--- config.mk ---
export PLATFORM = sky130hd
export DESIGN_NAME = cellrv32_ring_fifo
export DESIGN_NICKNAME = d
export VERILOG_FILES = /design/src/rtl/cellrv32_ring_fifo_pkg.sv /design/src/rtl/cellrv32_ring_fifo.sv
export SDC_FILE = /design/constraint.sdc
export NUM_CORES = 1
export LEC_CHECK = 0
export ABC_AREA = 1
export BUFFER_PORTS_ARGS = -buffer_cell sky130_fd_sc_hd__buf_2
export CAP_MARGIN = 20
export CORE_AREA = 2 2 146 91
export CTS_CLUSTER_DIAMETER = 200
export DETAILED_ROUTE_END_ITERATION = 7
export DIE_AREA = 0 0 148 93
export GPL_ROUTABILITY_DRIVEN = 0
export PLACE_DENSITY = 0.83
export SLEW_MARGIN = 25
export SYNTH_ARGS = -nofsm -noshare
export SYNTH_HDL_FRONTEND = slang
export SYNTH_SLANG_ARGS = --single-unit
--- constraint.sdc ---
create_clock -name clk_i -period 3 [get_ports clk_i]
set_input_delay 0.6 -clock clk_i [delete_from_list [all_inputs] [get_ports clk_i]]
set_output_delay 0.6 -clock clk_i [all_outputs]
set_load 0.03 [all_outputs]
--- src/rtl/cellrv32_ring_fifo_pkg.sv ---
// Shared helpers for the cellrv32 ring-buffer FIFO: parameter sanity
// function and the index-width calculation used to size the pointers.
package cellrv32_ring_fifo_pkg;

  // True when n is a non-zero power of two.
  function automatic logic is_power_of_two_f(input int unsigned n);
    logic res;
    if (n == 32'd0) begin
      res = 1'b0;
    end else begin
      res = ((n & (n - 32'd1)) == 32'd0);
    end
    return res;
  endfunction

  // ceil(log2(n)) with a floor of 1 so a vector of this width is always legal.
  function automatic int unsigned index_width_f(input int unsigned n);
    int unsigned w;
    w = 32'd1;
    for (int i = 1; i < 32; i++) begin
      if ((32'd1 << i) < n) begin
        w = unsigned'(i) + 32'd1;
      end
    end
    return w;
  endfunction

endpackage

--- src/rtl/cellrv32_ring_fifo.sv ---
// Single-clock ring-buffer FIFO with registered or combinational read path,
// optional overflow/underflow protection and optional zero-gating of rdata_o.
// Pointers carry one extra wrap bit so full and empty are distinguishable.
// Optional checks: define CELLRV32_FIFO_ASSERT_EN to compile in parameter
// errors and run-time warnings on unprotected overflow/underflow.
module cellrv32_ring_fifo
  import cellrv32_ring_fifo_pkg::*;
#(
  parameter int FIFO_DEPTH = 32'd4,
  parameter int FIFO_WIDTH = 32'd32,
  parameter int FIFO_RSYNC = 32'd1,
  parameter int FIFO_SAFE  = 32'd1,
  parameter int FIFO_GATE  = 32'd0
) (
  input  logic                  clk_i,
  input  logic                  rstn_i,
  input  logic                  clear_i,
  output logic                  half_o,
  input  logic [FIFO_WIDTH-1:0] wdata_i,
  input  logic                  we_i,
  output logic                  free_o,
  input  logic                  re_i,
  output logic [FIFO_WIDTH-1:0] rdata_o,
  output logic                  avail_o
);

  localparam int   IDX_W   = int'(index_width_f(FIFO_DEPTH));
  localparam logic SAFE_EN = (FIFO_SAFE != 32'd0);
  localparam logic GATE_EN = (FIFO_GATE != 32'd0);

  // Internal status (always reflects the current pointers) and qualified enables.
  logic                  avail_s;
  logic                  free_s;
  logic                  half_s;
  logic                  we_ok_s;
  logic                  re_ok_s;
  logic [FIFO_WIDTH-1:0] head_s;

  if (FIFO_DEPTH == 1) begin : g_single

    logic [FIFO_WIDTH-1:0] data_r;
    logic                  valid_r;

    // A single entry is simply full or empty: every status bit follows the valid flag.
    always_comb begin
      avail_s = valid_r;
      free_s  = ~valid_r;
      half_s  = valid_r;
      head_s  = data_r;
      we_ok_s = we_i & (~valid_r | ~SAFE_EN);
      re_ok_s = re_i & (valid_r | ~SAFE_EN);
    end

    // Valid flag: a simultaneous accepted write and read leaves the level unchanged.
    always_ff @(posedge clk_i or negedge rstn_i) begin
      if (!rstn_i) begin
        valid_r <= 1'b0;
      end else if (clear_i) begin
        valid_r <= 1'b0;
      end else if (we_ok_s && re_ok_s) begin
        valid_r <= valid_r;
      end else if (we_ok_s) begin
        valid_r <= 1'b1;
      end else if (re_ok_s) begin
        valid_r <= 1'b0;
      end else begin
        valid_r <= valid_r;
      end
    end

    // Data storage is not reset; only the valid flag defines its meaning.
    always_ff @(posedge clk_i) begin
      if (we_ok_s && !clear_i) begin
        data_r <= wdata_i;
      end
    end

  end else begin : g_ring

    localparam logic [IDX_W:0] PTR_ONE  = {{IDX_W{1'b0}}, 1'b1};
    localparam logic [IDX_W:0] HALF_LVL = (IDX_W + 1)'(FIFO_DEPTH / 2);

    logic [IDX_W:0]        w_ptr_r;
    logic [IDX_W:0]        r_ptr_r;
    logic [IDX_W:0]        level_s;
    logic                  empty_s;
    logic                  full_s;
    logic [FIFO_WIDTH-1:0] mem_r [FIFO_DEPTH];

    // Status from the wrap-bit pointers; enables are qualified by pre-edge status.
    always_comb begin
      empty_s = (w_ptr_r == r_ptr_r);
      full_s  = (w_ptr_r[IDX_W-1:0] == r_ptr_r[IDX_W-1:0]) &&
                (w_ptr_r[IDX_W] != r_ptr_r[IDX_W]);
      level_s = w_ptr_r - r_ptr_r;
      avail_s = ~empty_s;
      free_s  = ~full_s;
      half_s  = (level_s >= HALF_LVL);
      head_s  = mem_r[r_ptr_r[IDX_W-1:0]];
      we_ok_s = we_i & (~full_s | ~SAFE_EN);
      re_ok_s = re_i & (~empty_s | ~SAFE_EN);
    end

    // Pointer advance; clear flushes both pointers and wins over any access.
    always_ff @(posedge clk_i or negedge rstn_i) begin
      if (!rstn_i) begin
        w_ptr_r <= {(IDX_W + 1){1'b0}};
        r_ptr_r <= {(IDX_W + 1){1'b0}};
      end else if (clear_i) begin
        w_ptr_r <= {(IDX_W + 1){1'b0}};
        r_ptr_r <= {(IDX_W + 1){1'b0}};
      end else begin
        if (we_ok_s) begin
          w_ptr_r <= w_ptr_r + PTR_ONE;
        end
        if (re_ok_s) begin
          r_ptr_r <= r_ptr_r + PTR_ONE;
        end
      end
    end

    // Storage array, written at the low bits of the write pointer; never reset.
    always_ff @(posedge clk_i) begin
      if (we_ok_s && !clear_i) begin
        mem_r[w_ptr_r[IDX_W-1:0]] <= wdata_i;
      end
    end

  end

  if (FIFO_RSYNC != 0) begin : g_rsync

    // Registered read path: head data and status lag the pointers by one edge.
    always_ff @(posedge clk_i or negedge rstn_i) begin
      if (!rstn_i) begin
        rdata_o <= {FIFO_WIDTH{1'b0}};
        avail_o <= 1'b0;
        free_o  <= 1'b1;
        half_o  <= 1'b0;
      end else begin
        avail_o <= avail_s;
        free_o  <= free_s;
        half_o  <= half_s;
        if (GATE_EN && !avail_s) begin
          rdata_o <= {FIFO_WIDTH{1'b0}};
        end else begin
          rdata_o <= head_s;
        end
      end
    end

  end else begin : g_rcomb

    // Combinational read path: outputs follow the pointers directly.
    always_comb begin
      avail_o = avail_s;
      free_o  = free_s;
      half_o  = half_s;
      if (GATE_EN && !avail_s) begin
        rdata_o = {FIFO_WIDTH{1'b0}};
      end else begin
        rdata_o = head_s;
      end
    end

  end

`ifdef CELLRV32_FIFO_ASSERT_EN
  if (!is_power_of_two_f(FIFO_DEPTH)) begin : g_chk_depth
    $error("cellrv32_ring_fifo: FIFO_DEPTH must be a power of two >= 1");
  end
  if (FIFO_WIDTH < 1) begin : g_chk_width
    $error("cellrv32_ring_fifo: FIFO_WIDTH must be >= 1");
  end

  // Flag accesses that corrupt state when the protection is disabled.
  always @(posedge clk_i) begin
    if (rstn_i && !clear_i && !SAFE_EN) begin
      if (we_i && !free_s) begin
        $warning("cellrv32_ring_fifo: write while full");
      end
      if (re_i && !avail_s) begin
        $warning("cellrv32_ring_fifo: read while empty");
      end
    end
  end
`endif

endmodule

==> metrics.md <==
| Metric | Value |
|---|---|
| RSZ-0062 raised after global routing | `no` |
| Slowest cell on crit path | `clkinv_2` |
| DR vias | `~3600` |
| Clock transition at path regs | `around 0.070 ns` |
| Drt via density | `about 5.4` |
| Register area share after synthesis | `0.796` |
| Leading area contributor after synthesis | `edfxtp_1` |
| FF+latch count, synth | `169` |
| Detail Route Antenna Nets | `0` |
| Max-slew violations | `0` |
| Reg2Reg Depth | `4` |
| Worst min path class | `in2async` |
| MaxCap Viol Count | `0` |
| Ant. Diodes | `0` |
| Post-Synthesis Cells | `between 400 and 500` |
| Die height | `93 µm` |
| Final Critical Period | `about 2.6 ns` |
| Post-synth cell types | `20` |
| WL final | `12100 µm` |
| Hold-fix buffer count after cts | `0` |
| Critical Path End Type | `flop` |
| P&R area growth vs syn | `18.2%` |
| Initial Util | `0.490` |
| Status | `completed` |
| Worst Clk Skew | `0.0117 ns` |
| Post-Syn Area | `roughly 0.0061 mm²` |
| Finish-stage setup viols | `0` |
| Clock Sinks | `~170` |
| Top cells by area, synth | `edfxtp_1 63%, dfrtp_1 16%, nor2_1 4.3%, o21ai_0 3.6%, o22ai_1 3.3%` |
| Pleak | `2.70 nW` |
| Total power | `5.55 mW` |
| PostCTS Resize Cnt | `0` |
| Die area | `0.0138 mm²` |
| Post-CTS setup buffer count | `0` |
| First DRT Iteration DRCs | `326` |
| CTS root buf | `clkbuf_16` |
| CP arrival | `slightly below 3 ns` |
| Largest net degree at the start of global routing | `68` |
| CTS tree | `done` |
| Clk buf depth | `2` |
| Required @ worst endpoint | `roughly 3.3 ns` |
| Final period util | `0.870` |
| VDD IR max | `approximately 450 µV` |
| Row cnt | `32` |
| Total GRT Usage | `0.191` |
| First-pass GRT wire length | `19500 µm` |
| Slew Limit Headroom | `0.442` |
| Later-pin clock latency in the skew report | `between 0.4 and 0.5 ns` |
| Worst Hold Slack | `0.169 ns` |
| Yosys warns | `0` |
| Reg2Reg Setup Slack | `0.39 ns` |
| Crit path largest cell delay | `~0.85 ns` |
| Syn nets | `about 460` |
| Critical-path cell list | `buf_4, clkinv_2, o21ai_0, o22ai_1` |
| Vias in the first global route | `approximately 3700` |
| Measured slew at the worst slew-check pin | `0.836 ns` |
| Mapped Avg Cell Area | `14.8 µm²` |
| Count of input and output buffers | `71` |
| Fin cells | `just under 700` |
| Die X | `roughly 150 µm` |
| Pre-antenna DRT Iters | `5` |
| Kind of critical path | `reg2reg` |
| Initial antenna violation count | `0` |
| Placed insts | `around 640` |
| Routed length per instance | `~18 µm` |
| Yosys top cell area share | `0.628` |
| Htree depth | `4` |
| Detailed Place HPWL | `about 7200 µm` |
| Grt total ovfl | `0` |
| Core area | `between 0.01 and 0.015 mm²` |
| Share of cells above drive strength 1 | `0.237` |
| Power Dens Cells | `768 mW/mm²` |
| # DRC | `0` |
| FMAX | `between 300 and 400 MHz` |
| Critical path fanouts, max | `between 60 and 70` |
| Hold Violations, Final | `0` |
| # nets final | `~540` |
| I/O pins | `72` |
| CTS buffer count | `17` |
| CP startpoint kind | `flop` |
## cells in the final DEF, fill, tap and decap left out, drive strengths merged
| cell type | Yosys | final |
|---|---|---|
| edfxtp | 128 | 128 |
| buf | 13 | 79 |
| nor2 | 70 | 70 |
| o21ai | 64 | 64 |
| dfrtp | 40 | 40 |
| o22ai | 32 | 32 |
| nand2 | 19 | 19 |
| clkbuf | 8 | 19 |
| inv | 13 | 17 |
| nand3 | 10 | 10 |
| ha | 7 | 7 |
| nand4 | 6 | 6 |
| clkinv | 0 | 6 |
| clkinvlp | 0 | 3 |
| or2 | 1 | 1 |
| fa | 1 | 1 |
| dfstp | 1 | 1 |
## layout make-up
class	instances	area [µm²]
clock buffer	19	433
clock inverter	13	113
fill	940	5270
inverter	13	50.0
multi-input combinational	210	1090
sequential	169	4870
tap	170	213
timing repair buffer	79	455
## power breakdown
part / internal [mW] / switching (mW)
combinational: 0.216 / 0.610
sequential: 2.69 / 0.0406
clock: 1.08 / 0.915
## cells in the mapped netlist
master    number
edfxtp_1     128
nand4_1        6
nand3_1        9
o22ai_1       32
buf_6          6
nor2_1        70
o21ai_1       20
fa_1           1
inv_2          2
dfrtp_1       40
buf_4          1
o21ai_0       44
inv_1         11
dfstp_2        1
buf_2          6
ha_1           7
clkbuf_1       8
nand2_1       19
nand3_2        1
or2_2          1
## logic make-up (layout without fill, tap and decap cells)
logic type / after synthesis / in the layout / share of synthesized area
adder cells (fa/ha/maj): 8 / 8 / 0.0176
AND/OR/NAND/NOR: 106 / 106 / 0.0708
AO/OA/AOI/OAI: 96 / 96 / 0.0851
flip-flops: 169 / 169 / 0.796
buffers and inverters: 34 / 124 / 0.0301
## critical path, delay by kind of cell (launching register included)
family | cells | cell delay [ns]
AOI/OAI and AO/OA | 2 | 0.69
DFF | 1 | 0.36
buffers and inverters | 2 | 1.38
## through the flow
stage	util	setup TNS [ns]	setup WS (ns)	cell area, µm²
after floorplan	-	-8.75	-0.0684	6120
after global placement	0.535	0	0.610	6680
after detailed placement	0.535	0	0.474	6680
after CTS	0.578	0	0.463	7220
after global routing	0.579	0	0.147	7230
final	0.579	0	0.391	7230
## registers in the layout (all words and copies together), names as in the netlist
| name | cells |
|---|---|
| g_ring.mem_r | 128 |
| rdata_o | 32 |
| g_ring.r_ptr_r | 3 |
| g_ring.w_ptr_r | 3 |
| avail_o | 1 |
| free_o | 1 |
| half_o | 1 |
## routing by layer
| metal | share of wire | wire (µm) | global-route usage |
|---|---|---|---|
| met5 | 0 | 0 | 0 |
| met4 | 0.012 | 148 | 0.0762 |
| met3 | 0.078 | 947 | 0.0434 |
| met2 | 0.46 | 5600 | 0.296 |
| met1 | 0.45 | 5450 | 0.265 |
## worst paths after layout
| kind | from | to |
|---|---|---|
| setup / recovery | g_ring.r_ptr_r[0] | rdata_o[2] |
| hold / removal | rstn_i | avail_o |
| setup reg to reg | g_ring.r_ptr_r[0] | rdata_o[2] |
| hold reg to reg | g_ring.mem_r[0][24] | rdata_o[24] |
| max in group asynchronous | rstn_i | g_ring.r_ptr_r[0] |
| min in group clk_i | wdata_i[12] | g_ring.mem_r[3][12] |
Note: power is estimated with default switching activity, not from simulation.
